`config.mk`:
```
export PLATFORM = sky130hd
export DESIGN_NAME = branch_target_buffer
export DESIGN_NICKNAME = d
export VERILOG_FILES = /design/src/rtl/branch_target_buffer.sv
export SDC_FILE = /design/constraint.sdc
export NUM_CORES = 1
export LEC_CHECK = 0
export CAP_MARGIN = 15
export CORE_MARGIN = 4
export CORE_UTILIZATION = 45
export DETAILED_ROUTE_END_ITERATION = 12
export GPL_ROUTABILITY_DRIVEN = 1
export PLACE_DENSITY = 0.68
export SLEW_MARGIN = 20
export SYNTH_ARGS = -nofsm -noshare
export SYNTH_HDL_FRONTEND = slang
export SYNTH_SLANG_ARGS = --single-unit
```
`constraint.sdc`:
```
create_clock -name CLK -period 6.29 [get_ports CLK]
set_clock_uncertainty 0.05 [all_clocks]
set_input_delay 1.258 -clock CLK [delete_from_list [all_inputs] [get_ports CLK]]
set_output_delay 1.258 -clock CLK [all_outputs]
set_load 0.02 [all_outputs]
```
`src/rtl/branch_target_buffer.sv`:
```
// Four-entry direct-mapped branch target buffer with 2-bit saturating predictors.
// Combinational fetch lookup and mem-stage mispredict detection; clocked entry update and statistics.
module branch_target_buffer #(
    parameter int unsigned ENTRIES  = 4,
    parameter logic [1:0]  CNT_INIT = 2'b10
) (
    input  logic        CLK,
    input  logic        RST,
    input  logic [31:0] if_pc,
    output logic        if_taken,
    output logic [31:0] if_target,
    output logic [1:0]  if_index,
    input  logic        mem_branch,
    input  logic [31:0] mem_pc,
    input  logic [1:0]  mem_index,
    input  logic        mem_pred_taken,
    input  logic [31:0] mem_pred_target,
    input  logic        mem_br_take,
    input  logic [31:0] mem_br_target,
    output logic        mispredict,
    output logic [31:0] redirect_pc,
    output logic [15:0] branch_cnt,
    output logic [15:0] mispred_cnt
);

    localparam int unsigned TAG_W  = 28;
    localparam int unsigned ADDR_W = 32;
    localparam int unsigned STAT_W = 16;

    logic              valid_q  [ENTRIES];
    logic [TAG_W-1:0]  tag_q    [ENTRIES];
    logic [ADDR_W-1:0] target_q [ENTRIES];
    logic [1:0]        cnt_q    [ENTRIES];

    logic lookup_hit;
    logic upd_hit;
    logic unused_pc_bits;

    assign unused_pc_bits = &{1'b0, if_pc[1:0]};
    assign if_index       = if_pc[3:2];

    // Fetch-side lookup; reads pre-update contents (no bypass)
    always_comb begin
        lookup_hit = valid_q[if_index] && (tag_q[if_index] == if_pc[31:4]);
        if_taken   = lookup_hit && cnt_q[if_index][1];
        if_target  = if_taken ? target_q[if_index] : '0;
    end

    // Resolution check against the prediction carried down the pipe
    always_comb begin
        mispredict  = 1'b0;
        redirect_pc = '0;
        if (mem_branch) begin
            mispredict  = (mem_pred_taken != mem_br_take) ||
                          (mem_br_take && (mem_pred_target != mem_br_target));
            redirect_pc = mem_br_take ? mem_br_target : ADDR_W'(mem_pc + 32'd4);
        end
    end

    assign upd_hit = valid_q[mem_index] && (tag_q[mem_index] == mem_pc[31:4]);

    // Entry update: train on a hit, allocate on a taken miss
    always_ff @(posedge CLK) begin
        if (RST) begin
            for (int unsigned i = 0; i < ENTRIES; i++) begin
                valid_q[i]  <= 1'b0;
                tag_q[i]    <= '0;
                target_q[i] <= '0;
                cnt_q[i]    <= '0;
            end
        end else if (mem_branch) begin
            if (upd_hit) begin
                if (mem_br_take) begin
                    target_q[mem_index] <= mem_br_target;
                    if (cnt_q[mem_index] != 2'b11) begin
                        cnt_q[mem_index] <= 2'(cnt_q[mem_index] + 2'd1);
                    end
                end else if (cnt_q[mem_index] != 2'b00) begin
                    cnt_q[mem_index] <= 2'(cnt_q[mem_index] - 2'd1);
                end
            end else if (mem_br_take) begin
                valid_q[mem_index]  <= 1'b1;
                tag_q[mem_index]    <= mem_pc[31:4];
                target_q[mem_index] <= mem_br_target;
                cnt_q[mem_index]    <= CNT_INIT;
            end
        end
    end

    // Saturating statistics
    always_ff @(posedge CLK) begin
        if (RST) begin
            branch_cnt  <= '0;
            mispred_cnt <= '0;
        end else begin
            if (mem_branch && (branch_cnt != '1)) begin
                branch_cnt <= STAT_W'(branch_cnt + 16'd1);
            end
            if (mispredict && (mispred_cnt != '1)) begin
                mispred_cnt <= STAT_W'(mispred_cnt + 16'd1);
            end
        end
    end

endmodule

```
# == Word-level counts from Yosys, hierarchy flattened ==
# Memory sizes are Yosys's and may differ from the RTL's.
# Index checks and enable logic that the tools add are counted.
# classes
n_addsub,5
n_eq_ne,7
n_mux,42
bitwise_logic,3
n_reduce_logical,12
# ops
cell,count
32-bit 2-to-1 mux,5
28-bit equality test,2
"16-bit by 1-bit adder with 16-bit output, second input constant",2
"32-bit by 3-bit adder with 32-bit output, second input constant",1
"16-bit != test, second input constant",2
32-bit != test,1
32-bit OR reduction,1
1-bit 2-to-1 mux,29
28-bit 2-to-1 mux,1
28-bit OR reduction,1
2-bit 2-to-1 mux,7
1-bit logical AND,6
1-bit bitwise OR,3
"2-bit by 1-bit adder with 2-bit output, second input constant",1
"2-bit != test, second input constant",1
2-bit nonzero test,1
2-bit OR reduction,1
"2-bit by 1-bit subtractor with 2-bit output, second input constant",1
1-bit logical OR,1
1-bit != test,1
1-bit OR reduction,1
# word_totals
register_bits,32
ramBits,252
input_bits,135
output_inout_bits,100
elab_cells,75
n_memories,4
# memory_table
name,words,width,read_ports,rd_clocked_by_memory_dff,wr,line,rtl
target_q,4,32,1,0,4,32,logic [ADDR_W-1:0] target_q [ENTRIES];
tag_q,4,28,2,0,4,31,logic [TAG_W-1:0] tag_q [ENTRIES];
cnt_q,4,2,2,0,4,33,logic [1:0] cnt_q [ENTRIES];
valid_q,4,1,2,0,4,30,logic valid_q [ENTRIES];

# == Longest topological paths before layout ==
# Gate-level depths: netlist of the first run.
# An unclocked memory read counts as a cell.
# depth
ltp_word,12
mapped_depth,12
depth_no_buf,8

# == Worst setup path after synthesis of the first run ==
# OpenSTA, ideal clock, no wires.
# synth_timing
kind,in2out
from,in if_pc[2]
to,out if_target[22]
arrival_time_ps,3792
required_time_ps,4982
path_slack_ps,1190
path_stages,8
path_cell_list,buf_4 -> buf_1 -> mux4_2 -> xnor2_1 -> nand4_1 -> nor4_1 -> clkbuf_1 -> and3_1
# synth_via
elab_chain_cells,5
elab_cells_between_ends,8
# synth_lines
item,line,rtl
from (decl),9,"input logic [31:0] if_pc,"
memory read 4 x 28 bit,n/a,
28-bit equality test,44,lookup_hit = valid_q[if_index] && (tag_q[if_index] == if_pc[31:4]);
1-bit logical AND,44,
1-bit logical AND,45,if_taken = lookup_hit && cnt_q[if_index][1];
32-bit 2-to-1 mux (*),46,if_target = if_taken ? target_q[if_index] : '0;
to (decl),11,"output logic [31:0] if_target,"
# Every way passes the cells marked *; elsewhere a longest branch is shown, timed or not.

# == Worst setup path after layout of the first run ==
# layout_timing
from,in if_pc[2]
to,out if_target[6]
# The elaborated chain is that of the path after synthesis.

==> run metrics, run 1 <==
Syn Std Cell Area=16100 µm²; layout cell share with drive strength beyond 1=13.7%; dpl cells=1984; placed cell areas=19000 µm²; delay of the slowest critical-path stage=600 ps; Cells on Worst Hold Path=2; status=finished, final reports clean; fill count=2999; Hold Vio Cnt, Final=0; Post-CTS Repair Setup Buffers=0; DR pass1 iterations=6; die width=197 µm; Initial Utilization=45.4%; Post-synth EDFFs=252; worst-case clock buffer depth=3; CTS tree=done; worst hold slack=466 ps; die area=38900 µm²; CORE AREA=35500 µm²; slowest CP cell=clkdlybuf4s50_1; initial antenna violation count=1; number of global-route vias before repair=12.0k; Design Area, Final=20000 µm²; Tot GR Track Use=24.7%; largest net degree at the start of global routing=66; Min-Delay Startpoint=mispred_cnt[12]; WP data required=4980 ps; Clock Latency Late Sink=580 ps; # setup viols final=0; setup TNS=0 ps; Rel. slew slack=31.5%; Slew @ Worst Pin=1030 ps; CP most frequent cell=buf_4; CTS resizes=0; max-cap viol count=0; post-DP HPWL=33.9 mm; CTS Buf Count=31; pwr dens=236 nW/µm²; FMAX=172 MHz; final wirelength=49.2 mm; asr flop ratio synth=0%; WS Path Type=in2out; r2r endpoint=tag_q[1][11]; io pins=235; P&R area growth vs syn=24.1%; RSZ-0062 raised after global routing=no; Netlist cell types=67; VDD IR-drop max=0.227 mV; Worst Reg-to-Reg Cells=8; CP delay by family, top=buffers and inverters; CP Buf/Inv Count=4; flop2flop setup slack=2710 ps; Clock Tree Root=clkbuf_16; Final Cycle Share=92.7%; Post-DRT Antenna Nets=0; fin cells=2040; minimum clock period=5830 ps; register area share after synthesis=50.9%; Leak Pwr=7.16 nW; CTS sink count=284; Hold Path Class=reg2reg; Rows=69; hold_buf cts=0; critical path fanouts, max=33; Yosys reg bits=284; critical path data arrival time=4520 ps; drt drc=0; vias per inst=5.78; max-slew violations=0; synthesized netlist cell count=1344; chip height=197 µm; Post-Syn Nets=1482; CP startpoint kind=input port; endpoint type of the worst setup path=primary output; WL/cell=24.1 µm; first-pass GRT wire length=73.9 mm; crit-path cells=buf_4 -> buf_4 -> mux4_2 -> xnor2_1 -> nand4_1 -> nor4_2 -> buf_4 -> and3_1 -> clkdlybuf4s50_1; grt total ovfl=0; Main synth FF type=edfxtp_1; syn_area_per_cell=12.0 µm²; H-tree levels=1; # diodes=0; Iteration-0 DRC Markers=1057; vias after detailed routing=11.8k; buffers added on ports=232; GP Congestion=0.923; Reg-to-Reg Start=tag_q[3][5]; Synth Warn #=0; Hold EP=mispred_cnt[12]; Worst-path clk slew=60 ps; final net count=1694
## worst max path at each step
| stage | from | to | depth (start not counted) |
|---|---|---|---|
| after detailed placement | if_pc[2] | if_target[12] | 9 |
| final | if_pc[2] | if_target[6] | 9 |
| after global routing | if_pc[2] | if_target[12] | 9 |
| after floorplan | if_pc[2] | if_target[22] | 8 |
| after CTS | if_pc[2] | if_target[12] | 9 |
| after global placement | if_pc[2] | if_target[24] | 10 |
## cell usage in the layout (no fill, tap or decap), drive strengths merged, types with 36 or more instances in the layout
cell           Yosys  layout
edfxtp           252     252
clkdlybuf4s50      0     226
and2             220     220
mux4              81      81
and3              69      69
xnor2             62      62
xor2              61      61
nor2              61      61
nand2             59      59
buf               23      58
nand3             37      37
clkbuf            82      36
## synthesized netlist by cell type (all sizes together), types with 5 or more instances
master    n  share of area, %
nor2     61               1.5
and2    220               8.5
and3     69               2.7
inv      18              0.42
nor3     29              0.93
nand3    37               1.1
nand4    26               1.0
xor2     61               3.3
or3       7              0.27
mux2     12              0.84
mux2i    32               2.0
mux4     81                11
dfxtp    32               4.0
nand2    59               1.4
or2       8              0.31
clkbuf   82               1.9
a21oi    26              0.81
xnor2    62               3.4
nor4     21              0.85
o21ai    34               1.1
edfxtp  252                47
buf      23              0.89
nand2b    9              0.35
nor2b    17              0.66
and4      5              0.27
## report_power, final
part           total [W]  switching (W)  leakage, nW  internal, W
registers        0.00221      0.0000462         2.68      0.00217
clock network    0.00182       0.000753        0.488      0.00106
logic           0.000698       0.000379         3.99     0.000319
## metal layers
layer / vias up / share of wire (%) / track usage, %
met4: 2 / 3.6 / 7.50
met5: - / 0.024 / 0
li1: 5359 / - / -
met1: 5806 / 40 / 33.6
met2: 523 / 48 / 41.1
met3: 101 / 7.7 / 4.13
## stage by stage
step | worst slack (ps) | total power, W | util (%)
after floorplan | 1190 | 0.00263 | -
after global placement | 439 | 0.00293 | 53.5
after detailed placement | 421 | 0.00295 | 53.5
after CTS | 419 | 0.00475 | 56.3
after global routing | 172 | 0.00488 | 56.3
final | 462 | 0.00473 | 56.3
## area by class of cell
type                    count  area, µm²  share of cell area [%]
flip-flops and latches    284       8210                    41.1
multi-input cells         935       7420                    37.1
repair buffers            284       2710                    13.6
clock buffers              36        795                    3.97
well taps                 461        577                    2.89
clock inverters            20        205                    1.03
inverters                  20       75.1                   0.376
## logic make-up (layout without fill, tap and decap cells)
logic type | Yosys count | in the layout | share of synthesized area [%]
AOI/OAI and AO/OA | 100 | 100 | 3.97
xor gates and xnor gates | 123 | 123 | 6.73
adders and majority gates | 3 | 3 | 0.233
buffers and inverters | 125 | 360 | 3.27
DFF | 284 | 284 | 50.9
muxes | 125 | 125 | 14.1
and+or+nand+nor | 584 | 584 | 20.7
## state kept, by name, summed over array words and instances (netlist names)
register,flops
mispred_cnt,16
valid_q,4
target_q,128
cnt_q,8
tag_q,112
branch_cnt,16
## worst reg2reg max path, cell delays in order, from the launching register on
cell,delay (ps)
edfxtp_1,380
mux4_2,510
xnor2_1,340
nand2_1,80
or3_1,340
nor4_2,630
a21oi_1,160
or2_1,530
buf_12,290
Note: power is estimated with default switching activity, not from simulation.
==> run 2, diff against run 1 <==
--- a/config.mk
+++ b/config.mk
@@ -9,8 +9,8 @@
 export CORE_MARGIN = 4
 export CORE_UTILIZATION = 45
 export DETAILED_ROUTE_END_ITERATION = 12
+export DONT_BUFFER_PORTS = 1
 export GPL_ROUTABILITY_DRIVEN = 1
-export PLACE_DENSITY = 0.68
 export SLEW_MARGIN = 20
 export SYNTH_ARGS = -nofsm -noshare
 export SYNTH_HDL_FRONTEND = slang
==> run metrics, run 2 (synthesis gave the netlist of run 1 again) <==
Worst-path clk slew=50 ps (was 60 ps); Clock Latency Late Sink=520 ps (was 580 ps); final wirelength=46.6 mm (was 49.2 mm); largest net degree at the start of global routing=66 (unchanged); minimum clock period=5060 ps (was 5830 ps); WP data required=4980 ps (about the same); DR pass1 iterations=5 (was 6); Tot GR Track Use=23.4% (was 24.7%); Leak Pwr=6.14 nW (was 7.16 nW); io pins=235 (unchanged); max-cap viol count=0 (unchanged); die width=197 µm (unchanged); Post-DRT Antenna Nets=0 (unchanged); Rel. slew slack=33.1% (was 31.5%); chip height=197 µm (unchanged); critical path data arrival time=3760 ps (was 4520 ps); vias after detailed routing=10.7k (was 11.8k); Post-CTS Repair Setup Buffers=0 (unchanged); Top Usage Layer GRT=met2 (unchanged); most common cell after layout, fill and taps aside=edfxtp_1 (unchanged); RSZ-0062 raised after global routing=no (unchanged); Hold Vio Cnt, Final=0 (unchanged); initial antenna violation count=0 (was 1); buffers added on ports=0 (was 232); layout cell share with drive strength beyond 1=13.4% (was 13.7%); fill count=3127 (was 2999); setup TNS=0 ps (unchanged); WS Path Type=in2out (unchanged); Iteration-0 DRC Markers=992 (was 1057); first-pass GRT wire length=68.2 mm (was 73.9 mm); H-tree levels=2 (was 1); drt drc=0 (unchanged); vias per inst=6.01 (was 5.78); met1 Use GR=30.8% (was 33.6%); WL/cell=26.2 µm (was 24.1 µm); Slew @ Worst Pin=1000 ps (was 1030 ps); GP Congestion=0.853 (was 0.923); CTS Buf Count=34 (was 31); Clock Tree Root=clkbuf_16 (unchanged); Rows=69 (unchanged); critical path fanouts, max=63 (was 33); # setup viols final=0 (unchanged); worst-case clock buffer depth=3 (unchanged); die area=38900 µm² (unchanged); endpoint type of the worst setup path=primary output (unchanged); CP startpoint kind=input port (unchanged); P&R area growth vs syn=8.32% (was 24.1%); slowest CP cell=nor4_1 (was clkdlybuf4s50_1); CTS resizes=0 (unchanged); Hold Path Class=reg2reg (unchanged); delay of the slowest critical-path stage=580 ps (was 600 ps); worst hold slack=560 ps (was 466 ps); number of global-route vias before repair=10.6k (was 12.0k); CTS sink count=284 (unchanged); FMAX=197 MHz (was 172 MHz); status=finished, final reports clean (unchanged); Top reg by flops=target_q (unchanged); CTS tree=done (unchanged); pwr dens=260 nW/µm² (was 236 nW/µm²); flip-flop count of the largest register after layout=128 (unchanged); VDD IR-drop max=0.139 mV (was 0.227 mV); Initial Utilization=45.4% (unchanged); post-DP HPWL=31.4 mm (was 33.9 mm); # diodes=0 (unchanged); biggest regs=target_q x128, tag_q x112 (unchanged); crit-path cells=mux4_2 -> xor2_1 -> nor4_1 -> nand2_1 -> nor4_2 -> buf_4 -> and3_1 (was buf_4 -> buf_4 -> mux4_2 -> xnor2_1 -> nand4_1 -> nor4_2 -> buf_4 -> and3_1 -> clkdlybuf4s50_1); final net count=1428 (was 1694); max-slew violations=0 (unchanged); grt total ovfl=0 (unchanged); CORE AREA=35500 µm² (unchanged); Final Cycle Share=80.5% (was 92.7%); most frequent cells in the layout=252 x edfxtp_1, 219 x and2_1, 81 x mux4_2, 69 x and3_1 (was 252 x edfxtp_1, 226 x clkdlybuf4s50_1, 219 x and2_1, 81 x mux4_2, 69 x and3_1); met3 usage=7.95% (was 4.13%); hold_buf cts=0 (unchanged); GRT met2 Usage=37.4% (was 41.1%)
==> run 2: changes by cell type in the layout (fill, tap and decap cells not counted), moves of 2 or more <==
cell,previous run,this run
nand2b_1,9,7
nand2b_2,0,2
clkbuf_1,5,10
clkbuf_16,31,34
buf_4,52,14
buf_2,4,0
bufinv_16,4,2
clkdlybuf4s50_1,226,0
==> run 2: power breakdown <==
| group | total [W] | internal, W | switching, W |
|---|---|---|---|
| Clock | 0.00187 | 0.00110 | 0.000774 |
| Combinational | 0.000453 | 0.000209 | 0.000244 |
| Sequential | 0.00222 | 0.00217 | 0.0000479 |
==> run 2: metal layers <==
metal  up-vias  share of wire (%)
met2       446                 47
met3        73                 10
li1       4826                  -
met4         0                2.8
met5         -                  0
met1      5327                 40
==> run 2: per-stage QoR <==
| stage | setup slack [ps] | total power (W) | cell area (µm²) | std cells | util, % |
|---|---|---|---|---|---|
| 2_1_floorplan | 1190 | 0.00263 | 16100 | 1344 | - |
| 3_3_place_gp | 1390 | 0.00270 | 16400 | 1715 | 46.2 |
| 3_5_place_dp | 1380 | 0.00271 | 16400 | 1715 | 46.2 |
| 4_1_cts | 1370 | 0.00457 | 17500 | 1776 | 49.2 |
| 5_1_grt | 1230 | 0.00469 | 17500 | 1776 | 49.2 |
| 6_report | 1230 | 0.00454 | 17500 | 1776 | 49.2 |
==> run 2: final cells by class <==
| cell class | count | area, µm² | area share, % |
|---|---|---|---|
| clock buffer | 45 | 902 | 5.17 |
| clock inverter | 16 | 145 | 0.831 |
| inverter | 20 | 75.1 | 0.430 |
| multi-input combinational | 935 | 7420 | 42.5 |
| sequential | 284 | 8210 | 47.0 |
| tap | 461 | 577 | 3.30 |
| timing repair buffer | 15 | 125 | 0.717 |
==> run 2: critical path: cells and delay by family <==
| kind | cells | cell delay, ps |
|---|---|---|
| multiplexers | 1 | 560 |
| buffers and inverters | 1 | 330 |
| XOR/XNOR | 1 | 160 |
| AND/OR/NAND/NOR | 4 | 1300 |
==> run 2: worst paths after layout <==
| path | start | cells after the start | endpoint | slack (ps) |
|---|---|---|---|---|
| worst max-delay path | if_pc[2] | 7 | if_target[26] | 1230 |
| worst min-delay path | branch_cnt[1] | 2 | branch_cnt[1] | 560 |
| worst max register to register | tag_q[3][5] | 9 | tag_q[0][5] | 2350 |
| worst min register to register | branch_cnt[1] | 2 | branch_cnt[1] | 560 |
==> run 3, diff against run 2 <==
==> constraint.sdc (replaced) <==
create_clock -name CLK -period 4.4 [get_ports CLK]
set_clock_uncertainty 0.05 [all_clocks]
set_input_delay 0.88 -clock CLK [delete_from_list [all_inputs] [get_ports CLK]]
set_output_delay 0.88 -clock CLK [all_outputs]
set_load 0.02 [all_outputs]
==> run metrics, run 3 (synthesis gave the netlist of run 1 again) <==
CTS sink count=284 (unchanged); die area=38900 µm² (unchanged); Post-DRT Antenna Nets=0 (unchanged); number of global-route vias before repair=10.6k (about the same); Worst-path clk slew=60 ps (was 50 ps); setup TNS=0 ps (unchanged); Final Cycle Share=93.7%; Hold Vio Cnt, Final=0 (unchanged); CTS resizes=0 (unchanged); final wirelength=46.8 mm (was 46.6 mm); io pins=235 (unchanged); post-DP HPWL=31.6 mm (was 31.4 mm); max-slew violations=0 (unchanged); Hold Path Class=in2reg (was reg2reg); final net count=1445 (was 1428); CTS Buf Count=34 (unchanged); Rel. slew slack=29.8% (was 33.1%); Worst Reg-to-Reg Cells=8 (was 9); status=finished, final reports clean (unchanged); Clock Latency Late Sink=520 ps (about the same); most frequent cells in the layout=252 x edfxtp_1, 219 x and2_1, 81 x mux4_2, 69 x and3_1 (unchanged); critical path data arrival time=3190 ps (was 3760 ps); Slew @ Worst Pin=1050 ps (was 1000 ps); Post-CTS Repair Setup Buffers=0 (unchanged); DR pass1 iterations=6 (was 5); first-pass GRT wire length=68.8 mm (was 68.2 mm); die width=197 µm (unchanged); CP startpoint kind=input port (unchanged); Tot GR Track Use=23.6% (was 23.4%); FMAX=243 MHz; WS Path Type=in2out (unchanged); Cells on Worst Hold Path=1 (was 2); Switching Share=22.9% (was 23.5%); CTS tree=done (unchanged); pwr dens=376 nW/µm² (was 260 nW/µm²); Leak Pwr=6.26 nW (was 6.14 nW); WP data required=3470 ps (was 4980 ps); Top reg by flops=target_q (unchanged); P&R area growth vs syn=9.70% (was 8.32%); Internal=0.00513 W (was 0.00347 W); combinational share of power=10.0% (about the same); NetSw=0.00152 W (was 0.00107 W); vias after detailed routing=10.7k (about the same); VDD IR-drop max=0.267 mV (was 0.139 mV); flip-flop count of the largest register after layout=128 (unchanged); WL/cell=26.1 µm (was 26.2 µm); GP Congestion=0.882 (was 0.853); vias per inst=5.98 (was 6.01); Initial Utilization=45.4% (unchanged); endpoint type of the worst setup path=primary output (unchanged); overall power=0.00665 W (was 0.00454 W); clock share of power=42.4% (was 41.2%); drt drc=0 (unchanged); buffers added on ports=0 (unchanged); minimum clock period=4120 ps; max-cap viol count=0 (unchanged); grt total ovfl=0 (unchanged); critical path fanouts, max=63 (unchanged); largest net degree at the start of global routing=66 (unchanged); Clock Tree Root=clkbuf_16 (unchanged); layout cell share with drive strength beyond 1=14.6% (was 13.4%); RSZ-0062 raised after global routing=no (unchanged); biggest regs=target_q x128, tag_q x112 (unchanged); Iteration-0 DRC Markers=965 (was 992); initial antenna violation count=2 (was 0); H-tree levels=2 (unchanged); most common cell after layout, fill and taps aside=edfxtp_1 (unchanged); chip height=197 µm (unchanged); CORE AREA=35500 µm² (unchanged); # setup viols final=0 (unchanged); worst-case clock buffer depth=3 (unchanged); Rows=69 (unchanged); Reg power frac=47.6% (was 48.8%); hold_buf cts=0 (unchanged)
[run 3: critical path, cell delays in order]
cell	delay, ps
mux4_2	510
xor2_1	190
or4_1	610
nor4_2	400
buf_12	210
and3_1	320
[run 3: metrics by stage]
| stage | util (%) | area [µm²] | setup slack, ps | std cells | hold slack, ps |
|---|---|---|---|---|---|
| CTS | 49.8 | 17700 | 348 | 1793 | 363 |
| detailed placement | 46.7 | 16600 | 349 | 1732 | 544 |
| floorplan | - | 16100 | 55.7 | 1344 | 508 |
| finish | 49.8 | 17700 | 277 | 1794 | 386 |
| global placement | 46.7 | 16600 | 403 | 1732 | 530 |
| global route | 49.8 | 17700 | 252 | 1793 | 363 |
[run 3: final timing paths]
kind	start	to	slack, ps
worst max-delay path	if_pc[2]	if_target[21]	280
worst min-delay path	RST	branch_cnt[2]	390
worst max register to register	tag_q[1][23]	tag_q[3][14]	960
worst min register to register	mispred_cnt[12]	mispred_cnt[12]	550
[run 3: layer usage]
layer  up-vias  wire length (µm)  global-route usage [%]  share of wire (%)
met4         0               866                    5.24                1.9
met1      5388             19100                    32.3                 41
li1       4859                 -                       -                  -
met5         -                 0                       0                  0
met3        47              4690                    7.11                 10
met2       437             22100                    37.6                 47
[run 3: power groups by stage]
stage / logic, W / registers, W / clock network [W]
2_1_floorplan: 0.000559 / 0.00320 / 0
3_3_place_gp: 0.000660 / 0.00321 / 0
3_5_place_dp: 0.000662 / 0.00322 / 0
4_1_cts: 0.000665 / 0.00317 / 0.00287
5_1_grt: 0.000710 / 0.00318 / 0.00297
6_report: 0.000664 / 0.00317 / 0.00282
[run 3: cell type report]
cell class	count	area, µm²
inverter	20	75.1
tap	461	577
fill	3082	17800
multi-input combinational	935	7420
sequential	284	8210
antenna	1	2.50
clock inverter	15	151
timing repair buffer	32	278
clock buffer	46	970
